--- config.mk ---
export PLATFORM = sky130hd
export DESIGN_NAME = jk_register_flat
export DESIGN_NICKNAME = d
export VERILOG_FILES = /design/src/rtl/jk_register_pkg.sv /design/src/rtl/jk_register_if.sv /design/src/rtl/jk_register_cell.sv /design/src/rtl/jk_register.sv /design/src/flat_wrapper.sv
export SDC_FILE = /design/constraint.sdc
export NUM_CORES = 1
export LEC_CHECK = 0
export CORE_ASPECT_RATIO = 1.4
export CORE_MARGIN = 2
export CORE_UTILIZATION = 50
export DETAILED_ROUTE_END_ITERATION = 12
export GPL_TIMING_DRIVEN = 0
export PLACE_DENSITY = 0.83
export SLEW_MARGIN = 20
export SYNTH_ARGS = -nofsm -noshare
export SYNTH_HDL_FRONTEND = slang
export SYNTH_SLANG_ARGS = --single-unit
--- constraint.sdc ---
create_clock -name clock -period 5.44 [get_ports clock]
set_input_delay 1.088 -clock clock [delete_from_list [all_inputs] [get_ports clock]]
set_output_delay 1.088 -clock clock [all_outputs]
set_load 0.005 [all_outputs]
--- src/rtl/jk_register_pkg.sv ---
// Shared types and helpers for the jk_register datapath register.
// Operation selector and the per-bit JK next-state rule.
package jk_register_pkg;

    typedef enum logic [1:0] {
        OP_HOLD_JK,
        OP_INCREMENT,
        OP_LOAD,
        OP_CLEAR
    } jk_register_op_e;

    function automatic logic jk_next(input logic q, input logic j, input logic k);
        logic nxt;
        case ({j, k})
            2'b00:   nxt = q;
            2'b10:   nxt = 1'b1;
            2'b01:   nxt = 1'b0;
            default: nxt = ~q;
        endcase
        return nxt;
    endfunction

endpackage

--- src/rtl/jk_register_if.sv ---
// Control/bus bundle between the control unit (master) and a jk_register (slave).
interface jk_register_if #(
    parameter int WIDTH = 16
);
    logic             clear_in;
    logic             load_in;
    logic             increment_in;
    logic [WIDTH-1:0] data_in;
    logic [WIDTH-1:0] j_in;
    logic [WIDTH-1:0] k_in;
    logic [WIDTH-1:0] q_out;
    logic             carry_out;
    logic             overflow_out;

    modport master (
        output clear_in, load_in, increment_in, data_in, j_in, k_in,
        input  q_out, carry_out, overflow_out
    );

    modport slave (
        input  clear_in, load_in, increment_in, data_in, j_in, k_in,
        output q_out, carry_out, overflow_out
    );
endinterface

--- src/rtl/jk_register_cell.sv ---
// Single register bit: JK flip-flop with a forced-value override and
// asynchronous active-low reset to RESET_BIT.
module jk_cell
    import jk_register_pkg::*;
#(
    parameter logic RESET_BIT = 1'b0
) (
    input  logic clock,
    input  logic reset_n,
    input  logic force_en_in,
    input  logic force_value_in,
    input  logic j_in,
    input  logic k_in,
    output logic q_out
);

    // The force path carries clear/load/increment; JK only acts when nothing is forced.
    always_ff @(posedge clock or negedge reset_n) begin
        if (!reset_n) begin
            q_out <= RESET_BIT;
        end else if (force_en_in) begin
            q_out <= force_value_in;
        end else begin
            q_out <= jk_next(q_out, j_in, k_in);
        end
    end

endmodule

--- src/rtl/jk_register.sv ---
// WIDTH-bit basic-computer register built from jk_cell bits, adding
// clear, parallel load and increment with registered carry and sticky overflow.
module jk_register
    import jk_register_pkg::*;
#(
    parameter int               WIDTH       = 16,
    parameter logic [WIDTH-1:0] RESET_VALUE = '0
) (
    input  logic         clock,
    input  logic         reset_n,
    jk_register_if.slave bus
);

    jk_register_op_e  op;
    logic [WIDTH-1:0] q_bits;
    logic [WIDTH-1:0] inc_value;
    logic [WIDTH-1:0] force_value;
    logic             force_en;
    logic             wrap;
    logic             carry_q;
    logic             overflow_q;

    always_comb begin
        op = OP_HOLD_JK;
        if (bus.clear_in) begin
            op = OP_CLEAR;
        end else if (bus.load_in) begin
            op = OP_LOAD;
        end else if (bus.increment_in) begin
            op = OP_INCREMENT;
        end
    end

    assign inc_value = q_bits + WIDTH'(1);
    assign wrap      = &q_bits;

    always_comb begin
        force_en    = 1'b1;
        force_value = '0;
        case (op)
            OP_CLEAR:     force_value = '0;
            OP_LOAD:      force_value = bus.data_in;
            OP_INCREMENT: force_value = inc_value;
            default:      force_en    = 1'b0;
        endcase
    end

    for (genvar i = 0; i < WIDTH; i++) begin : g_cell
        jk_cell #(
            .RESET_BIT(RESET_VALUE[i])
        ) u_cell (
            .clock          (clock),
            .reset_n        (reset_n),
            .force_en_in    (force_en),
            .force_value_in (force_value[i]),
            .j_in           (bus.j_in[i]),
            .k_in           (bus.k_in[i]),
            .q_out          (q_bits[i])
        );
    end

    // Carry pulses only on the edge that wraps; overflow remembers any wrap until cleared.
    always_ff @(posedge clock or negedge reset_n) begin
        if (!reset_n) begin
            carry_q    <= 1'b0;
            overflow_q <= 1'b0;
        end else begin
            case (op)
                OP_CLEAR: begin
                    carry_q    <= 1'b0;
                    overflow_q <= 1'b0;
                end
                OP_INCREMENT: begin
                    carry_q    <= wrap;
                    overflow_q <= overflow_q | wrap;
                end
                default: carry_q <= 1'b0;
            endcase
        end
    end

    assign bus.q_out        = q_bits;
    assign bus.carry_out    = carry_q;
    assign bus.overflow_out = overflow_q;

endmodule

--- src/flat_wrapper.sv ---
// flat-port wrapper written by rule: the top's interface ports become plain ports
module jk_register_flat import jk_register_pkg::*;
#(
    parameter int               WIDTH       = 16,
    parameter logic [WIDTH-1:0] RESET_VALUE = '0
)
  (clock, reset_n, bus_clear_in, bus_load_in, bus_increment_in, bus_data_in, bus_j_in, bus_k_in, bus_q_out, bus_carry_out, bus_overflow_out);
  jk_register_if #(.WIDTH(WIDTH)) bus_i ();
  input  logic clock;
  input  logic reset_n;
  input wire logic [$bits(bus_i.clear_in)-1:0] bus_clear_in;
  input wire logic [$bits(bus_i.load_in)-1:0] bus_load_in;
  input wire logic [$bits(bus_i.increment_in)-1:0] bus_increment_in;
  input wire logic [$bits(bus_i.data_in)-1:0] bus_data_in;
  input wire logic [$bits(bus_i.j_in)-1:0] bus_j_in;
  input wire logic [$bits(bus_i.k_in)-1:0] bus_k_in;
  output wire logic [$bits(bus_i.q_out)-1:0] bus_q_out;
  output wire logic [$bits(bus_i.carry_out)-1:0] bus_carry_out;
  output wire logic [$bits(bus_i.overflow_out)-1:0] bus_overflow_out;
  assign bus_i.clear_in = bus_clear_in;
  assign bus_i.load_in = bus_load_in;
  assign bus_i.increment_in = bus_increment_in;
  assign bus_i.data_in = bus_data_in;
  assign bus_i.j_in = bus_j_in;
  assign bus_i.k_in = bus_k_in;
  assign bus_q_out = bus_i.q_out;
  assign bus_carry_out = bus_i.carry_out;
  assign bus_overflow_out = bus_i.overflow_out;
  jk_register #(.WIDTH(WIDTH), .RESET_VALUE(RESET_VALUE)) u_core (.clock(clock), .reset_n(reset_n), .bus(bus_i));
endmodule
==> results.txt <==
worst r2r src - u_core.g_cell[0].u_cell.q_out
Cell Area, Synth - 2130 um2
Unique masters post-synth - 43
starting DRC count in detailed routing - 71
Placed Cells - 388
Top FF cell, synth - dfrtp_1
Hold Buf Count CTS - 0
Final Max Tran Viols - 0
max cap viols - 0
Layout Cells excl Fill - 391
CTS tree - done
Synthesized Nets - 359
pwr/cell area - 145 nW/um2
worst hold start - u_core.bus.overflow_out
final hold violations - 0
antenna violations before repair - 0
R2R Setup Slk - 3430 ps
# setup viols final - 0
Worst R2R End - u_core.g_cell[12].u_cell.q_out
power consumption - 424 uW
Post-synth ARST share - 100%
leakage - 1.36 nW
Worst Skew - 1.48 ps
design area - 2930 um2
status - finished clean
# DRC - 0
Worst Path Arrival - 2950 ps
fmax - 362 MHz
Setup WS post-layout - 2680 ps
largest net degree at the start of global routing - 19
placer congestion estimate - 0.849
Slew @ Worst Pin - 860 ps
path depth of the worst reg2reg path - 5
All-Layer GR Usage - 22.3%
vias in the first global route - 2025
clk buf depth - 2
post-cts resize count - 0
Die Y-Extent - 81.3 um
IO buf count - 70
CP max FO - 10
layout cells sized above 1 - 6.65%
minimum clock period - 2760 ps
CTS clk-pin slew, worst paths - 70 ps
P&R area growth vs syn - 37.4%
startpoint types - input port
TritonRoute pass-1 iters - 4
placed cell areas - 2890 um2
Final ANT Viol Nets - 0
layout net count - 434
Finished Core Util - 70.3%
EDFF count, synth - 0
final WL - 5.09 mm
Slew HR - 42.5%
Syn Inst Count - 273
via count - 2147
Setup Buffers After CTS - 0
DIE WIDTH - 59.2 um
Boundary Pins - 71
WP data required - 5630 ps
first-pass GRT wire length - 8.45 mm
wire length per cell - 13.0 um
peak supply drop - 96.6 uV
Hold Worst Slack - 542 ps
CTS H-Tree Depth - 1
fill cell count - 342
RSZ-0062 raised after global routing - no
clk_lat worst skew - 250 ps
Avg Synthesized Cell Area - 7.81 um2
Hold Path End - u_core.bus.overflow_out
endpoint class of the critical path - flop
sequential-to-total area share from yosys stat - 21.1%
# diodes - 0
clk root buf - clkbuf_8
Place WS - 2470 ps
Initial Util - 51.2%
HPWL after DPL - 4.17 mm
Final Cycle Share - 50.7%
worst hold stages - 2
# rows - 28
die area - 4810 um2
CTS buffer count - 3
Synth Warn # - 0
CTS Sinks - 18
Final TNS setup - 0 ps
total gr overflow - 0
worst min-delay path class - reg2reg
CORE AREA - 4170 um2
crit path kind - in2reg
FF+latch count, synth - 18
vias per inst - 5.49
## area by class of cell
| class | count | area [um2] | area share (%) |
|---|---|---|---|
| Clock buffer | 3 | 41.3 | 1.41 |
| Buffer | 24 | 158 | 5.38 |
| Inverter | 41 | 154 | 5.25 |
| Multi-Input combinational cell | 190 | 1370 | 46.8 |
| Sequential cell | 18 | 450 | 15.4 |
| Tap cell | 45 | 56.3 | 1.92 |
| Timing Repair Buffer | 70 | 701 | 23.9 |
## how the worst max path moves through the flow
stage	startpoint	depth (start not counted)	slack [ps]	to
after floorplan	bus_clear_in	4	3140	u_core.g_cell[9].u_cell.q_out
after global routing	bus_load_in	5	2590	u_core.g_cell[7].u_cell.q_out
after CTS	bus_load_in	5	2730	u_core.g_cell[7].u_cell.q_out
final	bus_load_in	5	2680	u_core.g_cell[7].u_cell.q_out
after detailed placement	bus_load_in	5	2470	u_core.g_cell[3].u_cell.q_out
after global placement	bus_load_in	5	2470	u_core.g_cell[6].u_cell.q_out
## routing by layer
| metal | track usage, % | up-vias | wire length [um] |
|---|---|---|---|
| met5 | 0 | - | 0 |
| met4 | 6.82 | 0 | 67 |
| met3 | 3.18 | 4 | 201 |
| met2 | 41.8 | 53 | 2720 |
| met1 | 25.2 | 1003 | 2100 |
| li1 | - | 1087 | - |
## cells in the mapped netlist (all sizes together), types with 7 or more instances
cell type | instances | area, um2
a211oi | 8 | 60.1
a21oi | 14 | 70.1
buf | 20 | 143
dfrtp | 18 | 450
ha | 33 | 413
inv | 41 | 154
nand2 | 15 | 56.3
nand3 | 11 | 55.1
nor2 | 18 | 67.6
nor2b | 13 | 81.3
nor3 | 10 | 50.1
o21ai | 8 | 40.0
o21bai | 7 | 52.6
## sequential cells by signal, indices dropped and copies added, names as in the netlist
signal / cells
u_core.g_cell.u_cell.q_out: 16
u_core.bus.carry_out: 1
u_core.bus.overflow_out: 1
## cell families after synthesis
group | count (synthesis) | synth area share, %
AO/OA/AOI/OAI | 64 | 21.4
XOR/XNOR | 5 | 2.05
flip-flops | 18 | 21.1
adder cells (fa/ha/maj) | 33 | 19.4
AND/OR/NAND/NOR | 88 | 21.5
buffers and inverters | 65 | 14.6
## layout by cell type (no fill, tap or decap), types with 4 or more instances in the layout
| cell type | Yosys | final |
|---|---|---|
| o21ai_0 | 5 | 5 |
| o21bai_1 | 7 | 7 |
| nand3_1 | 11 | 11 |
| dfrtp_1 | 18 | 18 |
| buf_4 | 17 | 17 |
| or3_1 | 6 | 6 |
| inv_1 | 41 | 41 |
| nor3_1 | 10 | 10 |
| clkbuf_1 | 4 | 4 |
| nand2_1 | 15 | 15 |
| ha_1 | 33 | 33 |
| a21oi_1 | 14 | 14 |
| nor2b_1 | 13 | 13 |
| a32o_1 | 6 | 6 |
| nor2_1 | 18 | 18 |
| a211oi_1 | 8 | 8 |
| clkdlybuf4s50_1 | 0 | 70 |
## report_power, final
part	internal (mW)	total (mW)	switching (mW)	leakage [nW]
registers	0.144	0.159	0.0156	0.235
clock network	0.0492	0.0931	0.0440	0.0216
logic	0.103	0.171	0.0686	1.11
total	0.296	0.424	0.128	1.36
## critical path, cell delays in order
cell and delay [ps]:
clkdlybuf4s50_1 600, clkbuf_1 410, inv_1 240, nor2_1 400, a32o_1 200
No activity file was read; power rests on OpenSTA's default activity.
